[src/rtl/iir_coef_loader.sv]
// iir_coef_loader
//
// Writer side of the IIR cascade coefficient storage. A framed word stream
// (valid/ready) fills a shadow bank holding the input scale, one scale per
// SOS and b0,b1,b2,a1,a2 per SOS. Once the frame checksum matches, the whole
// shadow bank is copied to the active bank in a single CE-enabled cycle, so
// the filter never observes a partially written coefficient set.
//
// Frame: MAGIC, NUMBER+1 scale words, NUMBER*5 coef words, checksum word.
// Checksum is the modulo-2^W sum of MAGIC and every scale and coef word.
//
// Ports
//   CLK        clock, rising edge
//   RST        synchronous active-high reset
//   CE         filter clock enable; commit only happens on a CE=1 cycle
//   abort      drops the frame in progress (ignored while idle)
//   s_data     stream word
//   s_valid    stream word valid
//   s_ready    loader can accept a word
//   scale_flat active scales, scale k at [k*W +: W], k=0 is the input scale
//   coef_flat  active coefs, SOS k coef j (b0,b1,b2,a1,a2) at [(k*5+j)*W +: W]
//   busy       frame in progress
//   load_done  one-cycle pulse on commit
//   load_err   one-cycle pulse on a rejected frame
//   err_code   last error cause: 0 none, 1 bad header, 2 checksum, 3 abort
//
// State  | meaning
// -------+-------------------------------------------------------------
// IDLE   | waiting for MAGIC; any other word is rejected as bad header
// SCALE  | collecting the NUMBER+1 scale words into the shadow bank
// COEF   | collecting the NUMBER*5 coef words into the shadow bank
// CHECK  | next word is the checksum, compared against the running sum
// COMMIT | checksum good, waiting for CE=1 to copy shadow to active

module iir_coef_loader #(
    parameter int                 WIS    = 5,
    parameter int                 WFS    = 11,
    parameter int                 NUMBER = 4,
    parameter logic [WIS+WFS-1:0] MAGIC  = 16'hC0EF
) (
    input  logic                              CLK,
    input  logic                              RST,
    input  logic                              CE,
    input  logic                              abort,
    input  logic [WIS+WFS-1:0]                s_data,
    input  logic                              s_valid,
    output logic                              s_ready,
    output logic [(NUMBER+1)*(WIS+WFS)-1:0]   scale_flat,
    output logic [NUMBER*5*(WIS+WFS)-1:0]     coef_flat,
    output logic                              busy,
    output logic                              load_done,
    output logic                              load_err,
    output logic [1:0]                        err_code
);

    localparam int W     = WIS + WFS;
    localparam int NCOEF = NUMBER * 5;
    localparam int CW    = $clog2(NCOEF);
    localparam int SW    = $clog2(NUMBER + 1);

    localparam logic [CW-1:0] SCALE_LAST = CW'(NUMBER);
    localparam logic [CW-1:0] COEF_LAST  = CW'(NCOEF - 1);

    localparam logic [W-1:0] ONE = W'(1) << WFS;

    // Pass-through power-up bank: unity scales, b0 = 1.0, everything else 0.
    function automatic logic [NCOEF*W-1:0] coef_rst_value();
        logic [NCOEF*W-1:0] v;
        v = '0;
        for (int k = 0; k < NUMBER; k++) begin
            v[k*5*W +: W] = ONE;
        end
        return v;
    endfunction

    localparam logic [(NUMBER+1)*W-1:0] SCALE_RST = {(NUMBER+1){ONE}};
    localparam logic [NCOEF*W-1:0]      COEF_RST  = coef_rst_value();

    typedef enum logic [2:0] {
        ST_IDLE   = 3'd0,
        ST_SCALE  = 3'd1,
        ST_COEF   = 3'd2,
        ST_CHECK  = 3'd3,
        ST_COMMIT = 3'd4
    } state_t;

    state_t r_state;
    state_t w_state_nx;

    logic [CW-1:0]              r_cnt;
    logic [W-1:0]               r_sum;
    logic [NUMBER:0][W-1:0]     r_scale_sh;
    logic [NCOEF-1:0][W-1:0]    r_coef_sh;
    logic [NUMBER:0][W-1:0]     r_scale_act;
    logic [NCOEF-1:0][W-1:0]    r_coef_act;
    logic                       r_load_done;
    logic                       r_load_err;
    logic [1:0]                 r_err_code;

    logic       w_ready;
    logic       w_xfer;
    logic       w_hdr_ok;
    logic       w_scale_wr;
    logic       w_coef_wr;
    logic       w_commit;
    logic       w_err;
    logic [1:0] w_err_code;

    // Ready is held low while reset is applied and while a commit is pending.
    assign w_ready = !RST && (r_state != ST_COMMIT);
    assign w_xfer  = s_valid && w_ready;

    always_ff @(posedge CLK) begin
        if (RST) begin
            r_state <= ST_IDLE;
        end else begin
            r_state <= w_state_nx;
        end
    end

    always_comb begin
        w_state_nx = r_state;
        w_hdr_ok   = 1'b0;
        w_scale_wr = 1'b0;
        w_coef_wr  = 1'b0;
        w_commit   = 1'b0;
        w_err      = 1'b0;
        w_err_code = r_err_code;
        // Abort outranks both a word transfer and a CE commit in the same cycle.
        if (abort && (r_state != ST_IDLE)) begin
            w_state_nx = ST_IDLE;
            w_err      = 1'b1;
            w_err_code = 2'd3;
        end else begin
            case (r_state)
                ST_IDLE: begin
                    if (w_xfer) begin
                        if (s_data == MAGIC) begin
                            w_hdr_ok   = 1'b1;
                            w_state_nx = ST_SCALE;
                        end else begin
                            w_err      = 1'b1;
                            w_err_code = 2'd1;
                        end
                    end
                end
                ST_SCALE: begin
                    if (w_xfer) begin
                        w_scale_wr = 1'b1;
                        if (r_cnt == SCALE_LAST) begin
                            w_state_nx = ST_COEF;
                        end
                    end
                end
                ST_COEF: begin
                    if (w_xfer) begin
                        w_coef_wr = 1'b1;
                        if (r_cnt == COEF_LAST) begin
                            w_state_nx = ST_CHECK;
                        end
                    end
                end
                ST_CHECK: begin
                    if (w_xfer) begin
                        if (s_data == r_sum) begin
                            w_state_nx = ST_COMMIT;
                        end else begin
                            w_err      = 1'b1;
                            w_err_code = 2'd2;
                            w_state_nx = ST_IDLE;
                        end
                    end
                end
                ST_COMMIT: begin
                    if (CE) begin
                        w_commit   = 1'b1;
                        w_err_code = 2'd0;
                        w_state_nx = ST_IDLE;
                    end
                end
                default: begin
                    w_state_nx = ST_IDLE;
                end
            endcase
        end
    end

    always_ff @(posedge CLK) begin
        if (RST) begin
            r_cnt       <= '0;
            r_sum       <= '0;
            r_scale_sh  <= '0;
            r_coef_sh   <= '0;
            r_scale_act <= SCALE_RST;
            r_coef_act  <= COEF_RST;
            r_load_done <= 1'b0;
            r_load_err  <= 1'b0;
            r_err_code  <= 2'd0;
        end else begin
            r_load_done <= w_commit;
            r_load_err  <= w_err;
            r_err_code  <= w_err_code;
            if (w_hdr_ok) begin
                r_sum <= MAGIC;
                r_cnt <= '0;
            end
            if (w_scale_wr) begin
                r_scale_sh[r_cnt[SW-1:0]] <= s_data;
                r_sum <= r_sum + s_data;
                r_cnt <= (r_cnt == SCALE_LAST) ? '0 : r_cnt + CW'(1);
            end
            if (w_coef_wr) begin
                r_coef_sh[r_cnt] <= s_data;
                r_sum <= r_sum + s_data;
                r_cnt <= (r_cnt == COEF_LAST) ? '0 : r_cnt + CW'(1);
            end
            if (w_commit) begin
                r_scale_act <= r_scale_sh;
                r_coef_act  <= r_coef_sh;
            end
        end
    end

    assign s_ready    = w_ready;
    assign busy       = (r_state != ST_IDLE);
    assign scale_flat = r_scale_act;
    assign coef_flat  = r_coef_act;
    assign load_done  = r_load_done;
    assign load_err   = r_load_err;
    assign err_code   = r_err_code;

endmodule

[config.mk]
export PLATFORM = sky130hd
export DESIGN_NAME = iir_coef_loader
export DESIGN_NICKNAME = d
export VERILOG_FILES = /design/src/rtl/iir_coef_loader.sv
export SDC_FILE = /design/constraint.sdc
export NUM_CORES = 2
export LEC_CHECK = 0
export CORE_ASPECT_RATIO = 2
export CORE_UTILIZATION = 27
export CTS_CLUSTER_SIZE = 10
export DETAILED_ROUTE_END_ITERATION = 8
export GPL_ROUTABILITY_DRIVEN = 0
export PLACE_DENSITY_LB_ADDON = 0.08
export REMOVE_ABC_BUFFERS = 1
export SYNTH_ARGS = -nofsm -noshare
export SYNTH_HDL_FRONTEND = slang
export SYNTH_SLANG_ARGS = --single-unit
[constraint.sdc]
create_clock -name CLK -period 3.15 [get_ports CLK]
set_input_delay 0.315 -clock CLK [delete_from_list [all_inputs] [get_ports CLK]]
set_output_delay 0.315 -clock CLK [all_outputs]
set_load 0.02 [all_outputs]
==> flow_results.xml <==
<?xml version="1.0" encoding="UTF-8"?>
<metrics>
  <group name="critical_path">
    <metric name="launch_point_of_the_worst_reg_to_reg_path" unit="">r_state[2]$_SDFFE_PP0P_</metric>
    <metric name="worst_setup_path_endpoint" unit="">busy</metric>
    <metric name="crit_path_max_incr_delay" unit="ps">630</metric>
    <metric name="cp_cell_sequence" unit="">or2_2, nor2_1, inv_1, clkdlybuf4s50_1</metric>
    <metric name="rr_worst_depth" unit="">5</metric>
    <metric name="timing.setup.critical_path_class" unit="">reg -&gt; out</metric>
    <metric name="worst_setup_path_startpoint" unit="">r_state[0]$_SDFFE_PP0P_</metric>
    <metric name="worstPathArrival" unit="ps">2510</metric>
    <metric name="r2r_slack" unit="ps">470</metric>
    <metric name="startpoint_type" unit="">flop</metric>
    <metric name="timing.critical_path.fanout_max" unit="">10</metric>
    <metric name="cp_slowest_cell" unit="">sky130_fd_sc_hd__clkdlybuf4s50_1</metric>
    <metric name="endpoint_kind" unit="">output port</metric>
    <metric name="rr_endpoint" unit="">r_scale_sh[12]$_SDFFE_PP0P_</metric>
    <metric name="crit_required" unit="ps">2830</metric>
  </group>
  <group name="hold_path">
    <metric name="worst_hold_path_type" unit="">in -&gt; reg</metric>
  </group>
  <group name="global_route">
    <metric name="grt_max_degree" unit="">196</metric>
    <metric name="antenna_violations_before_repair" unit="">5</metric>
    <metric name="first_pass_grt_wire_length" unit="um">154000</metric>
    <metric name="globalRouteOverflowTotal" unit="">0</metric>
    <metric name="grt_usage" unit="">0.184</metric>
    <metric name="first_global_vias" unit="">22565</metric>
  </group>
  <group name="layout">
    <metric name="layout_commonest_cell" unit="">sky130_fd_sc_hd__nand2_1</metric>
    <metric name="layout.cells.most_common_list" unit="">sky130_fd_sc_hd__nand2_1 (881), sky130_fd_sc_hd__dfxtp_1 (828), sky130_fd_sc_hd__a21oi_1 (444), sky130_fd_sc_hd__clkdlybuf4s50_1 (409), sky130_fd_sc_hd__nor2_1 (391)</metric>
    <metric name="fillers" unit="">11404</metric>
    <metric name="share_of_cells_above_drive_strength_1" unit="">0.0648</metric>
    <metric name="areaGrowthSynthToFinish" unit="%">27.4</metric>
    <metric name="stdcell_count" unit="">5203</metric>
    <metric name="nets" unit="">3754</metric>
    <metric name="finish.instance_area" unit="sq mm">0.0382</metric>
  </group>
  <group name="synth">
    <metric name="ys.warnings.count" unit="">0</metric>
    <metric name="syn_inst" unit="">3389</metric>
    <metric name="yosys_register_bits" unit="">828</metric>
    <metric name="seq_area_frac_synth" unit="">0.553</metric>
    <metric name="number_of_distinct_standard_cells_referenced_by_the_synthesized_netlist" unit="">64</metric>
    <metric name="synth-edff-count" unit="">0</metric>
    <metric name="synth.top_cells.by_area" unit="">sky130_fd_sc_hd__dfxtp_1 (55%), sky130_fd_sc_hd__mux2i_1 (12%), sky130_fd_sc_hd__nand2_1 (11%), sky130_fd_sc_hd__a21oi_1 (7.4%), sky130_fd_sc_hd__nor2_1 (4.9%)</metric>
    <metric name="synth_top_flop_cell" unit="">sky130_fd_sc_hd__dfxtp_1</metric>
    <metric name="postSynth.asyncResetShare" unit="">0</metric>
    <metric name="netlist_area" unit="sq mm">0.0300</metric>
    <metric name="post-synth-top-area-cell" unit="">sky130_fd_sc_hd__dfxtp_1</metric>
    <metric name="synth_area_per_cell" unit="sq um">8.85</metric>
    <metric name="yosys.area.top_type_share" unit="">0.553</metric>
  </group>
  <group name="clock_network">
    <metric name="cts_inserted_buffers" unit="">93</metric>
    <metric name="cts.path.max_buffers" unit="">3</metric>
    <metric name="numClockSinks" unit="">828</metric>
    <metric name="cts_resized" unit="">0</metric>
    <metric name="tritoncts" unit="">built</metric>
    <metric name="cts.repair_timing.setup_buffer_count" unit="">0</metric>
    <metric name="cts-hold-fix-buffers" unit="">0</metric>
    <metric name="worst_skew_pair.late_latency" unit="ps">680</metric>
    <metric name="clkTransAtPathRegs" unit="ps">60</metric>
    <metric name="h-tree-depth" unit="">3</metric>
    <metric name="cts_root_buf" unit="">sky130_fd_sc_hd__clkbuf_16</metric>
  </group>
  <group name="floorplanning">
    <metric name="floorplan.initialDensity" unit="">0.273</metric>
    <metric name="die_y" unit="um">473</metric>
    <metric name="io_pins" unit="">427</metric>
    <metric name="fp.coreArea" unit="sq mm">0.110</metric>
    <metric name="fp.dieW" unit="um">238</metric>
    <metric name="row_count" unit="">172</metric>
    <metric name="die_area" unit="sq mm">0.112</metric>
  </group>
  <group name="placement">
    <metric name="port_buffers" unit="">426</metric>
    <metric name="dpl-instance-area" unit="sq mm">0.0357</metric>
    <metric name="dpl.hpwl" unit="um">65100</metric>
    <metric name="dp.cells" unit="">5097</metric>
  </group>
  <group name="routing">
    <metric name="num_vias" unit="">23520</metric>
    <metric name="met2RoutedLength" unit="um">52200</metric>
    <metric name="dr_wl_met3" unit="um">4780</metric>
    <metric name="drc" unit="">0</metric>
    <metric name="drt-vias-per-instance" unit="">4.52</metric>
    <metric name="antenna_violating_nets_post_route" unit="">0</metric>
    <metric name="dr.pass1.iters" unit="">5</metric>
    <metric name="detailedRoute.firstIterationViolations" unit="">1348</metric>
    <metric name="topRoutingLayerUsed" unit="">met5</metric>
    <metric name="routedWlPerCell" unit="um">20.2</metric>
    <metric name="met1Wirelength" unit="um">46000</metric>
    <metric name="wl" unit="um">105000</metric>
  </group>
  <group name="timing">
    <metric name="finalHoldViolations" unit="">0</metric>
    <metric name="setup_total_negative_slack" unit="ps">0</metric>
    <metric name="worst_slew_margin_rel" unit="">0.285</metric>
    <metric name="worst_pin_slew" unit="ps">1070</metric>
    <metric name="fin_skew" unit="ps">29.8</metric>
    <metric name="rsz_0062_raised_after_global_routing" unit="">no</metric>
    <metric name="min_period_over_period" unit="">0.895</metric>
    <metric name="achievable-frequency" unit="MHz">355</metric>
    <metric name="setup-violations-final" unit="">0</metric>
    <metric name="final_max_slew_viol_count" unit="">0</metric>
    <metric name="period_needed" unit="ps">2820</metric>
  </group>
  <group name="power">
    <metric name="total_power_draw" unit="W">0.0207</metric>
    <metric name="total_leakage_power" unit="nW">15.3</metric>
    <metric name="power_density" unit="mW/mm^2">542</metric>
    <metric name="vdd_drop_max" unit="V">0.000348</metric>
  </group>
  <group name="status">
    <metric name="status" unit="">finished, final reports clean</metric>
  </group>
  <group name="flow_run">
    <metric name="max_cap_viol_count" unit="">0</metric>
  </group>
</metrics>
-- per-stage QoR --
stage               hold slack, ps  worst slack [ps]  utilization
floorplan                      384            -25690            -
global route                  98.2               153        0.347
global placement               437               136        0.325
finish                         111               330        0.347
detailed placement             443              86.6        0.325
CTS                           67.3               254        0.347
-- worst max-delay path, delay by kind of cell, from the launching register on --
kind                   cells  cell delay [ps]
DFF                        1              390
buffers and inverters      2              800
and+or+nand+nor            2              640
-- registers in the layout, summed over array words and instances, names as in the netlist --
register    count
r_scale_sh     80
err_code        2
coef_flat     320
r_state         3
r_cnt           5
r_sum          16
load_err        1
scale_flat     80
r_coef_sh     320
load_done       1
-- cells in the mapped netlist (3+ instances only) --
| master | count |
|---|---|
| sky130_fd_sc_hd__nand4_1 | 4 |
| sky130_fd_sc_hd__dfxtp_1 | 828 |
| sky130_fd_sc_hd__xnor2_1 | 9 |
| sky130_fd_sc_hd__nor4_1 | 6 |
| sky130_fd_sc_hd__nand2b_1 | 3 |
| sky130_fd_sc_hd__nand3_2 | 18 |
| sky130_fd_sc_hd__nor2_1 | 392 |
| sky130_fd_sc_hd__o211ai_1 | 5 |
| sky130_fd_sc_hd__nor2b_1 | 5 |
| sky130_fd_sc_hd__and3_1 | 4 |
| sky130_fd_sc_hd__nand3_1 | 13 |
| sky130_fd_sc_hd__a21o_1 | 5 |
| sky130_fd_sc_hd__nand2_1 | 881 |
| sky130_fd_sc_hd__inv_1 | 8 |
| sky130_fd_sc_hd__or3_1 | 3 |
| sky130_fd_sc_hd__ha_1 | 19 |
| sky130_fd_sc_hd__a211oi_1 | 6 |
| sky130_fd_sc_hd__or2_2 | 3 |
| sky130_fd_sc_hd__mux2i_1 | 369 |
| sky130_fd_sc_hd__clkbuf_1 | 238 |
| sky130_fd_sc_hd__o21ai_0 | 13 |
| sky130_fd_sc_hd__a22oi_1 | 4 |
| sky130_fd_sc_hd__a21oi_1 | 444 |
| sky130_fd_sc_hd__xor2_1 | 8 |
| sky130_fd_sc_hd__buf_2 | 38 |
| sky130_fd_sc_hd__a32o_1 | 3 |
| sky130_fd_sc_hd__nor3_1 | 5 |
| sky130_fd_sc_hd__o221a_2 | 6 |
-- kinds of logic (layout without fill, tap and decap cells) --
group | Yosys count | count (layout) | share of synthesized area
flip-flops | 828 | 828 | 0.553
adder cells (fa/ha/maj) | 20 | 20 | 0.00860
multiplexers | 369 | 369 | 0.123
buffers and inverters | 289 | 621 | 0.0388
XOR/XNOR | 17 | 17 | 0.00497
other | 0 | 3 | 0
AO/OA/AOI/OAI | 507 | 507 | 0.0903
AND/OR/NAND/NOR | 1359 | 1359 | 0.181
-- report_power, final --
part / internal (W) / leakage, nW / switching, W
sequential: 0.0105 / 6.67 / 0.0000117
clock: 0.00539 / 1.20 / 0.00416
combinational: 0.000138 / 7.45 / 0.000532
total: 0.0160 / 15.3 / 0.00470
-- layer usage --
layer  global-route usage  vias up
met5                    0        -
met4               0.0562        6
met3               0.0329      117
met2                0.317      548
met1                0.231    11173
li1                     -    11676
-- worst min-delay path by stage --
stage          slack [ps]  cells past startpoint                          end                   startpoint
6_report              110                      3  r_coef_sh[201]$_SDFFE_PP0P_                    s_data[9]
5_1_grt               100                      3   r_coef_sh[57]$_SDFFE_PP0P_                    s_data[9]
4_1_cts                70                      3  r_coef_sh[201]$_SDFFE_PP0P_                    s_data[9]
3_5_place_dp          440                      2  scale_flat[52]$_SDFFE_PP0P_  r_scale_sh[52]$_SDFFE_PP0P_
3_3_place_gp          440                      2  coef_flat[106]$_SDFFE_PP0P_  r_coef_sh[106]$_SDFFE_PP0P_
2_1_floorplan         380                      1    coef_flat[0]$_SDFFE_PP0P_                          RST
-- final cells by class --
class,instances,area (sq um),share of cell area
sequential,828,16600,0.434
multi-input combinational,2272,12300,0.321
timing repair buffer,510,5020,0.131
clock buffer,101,2440,0.0639
tap,1479,1850,0.0484
inverter,8,30.0,0.000786
clock inverter,2,12.5,0.000328
antenna,3,7.51,0.000197
No activity file was read; power rests on OpenSTA's default activity.
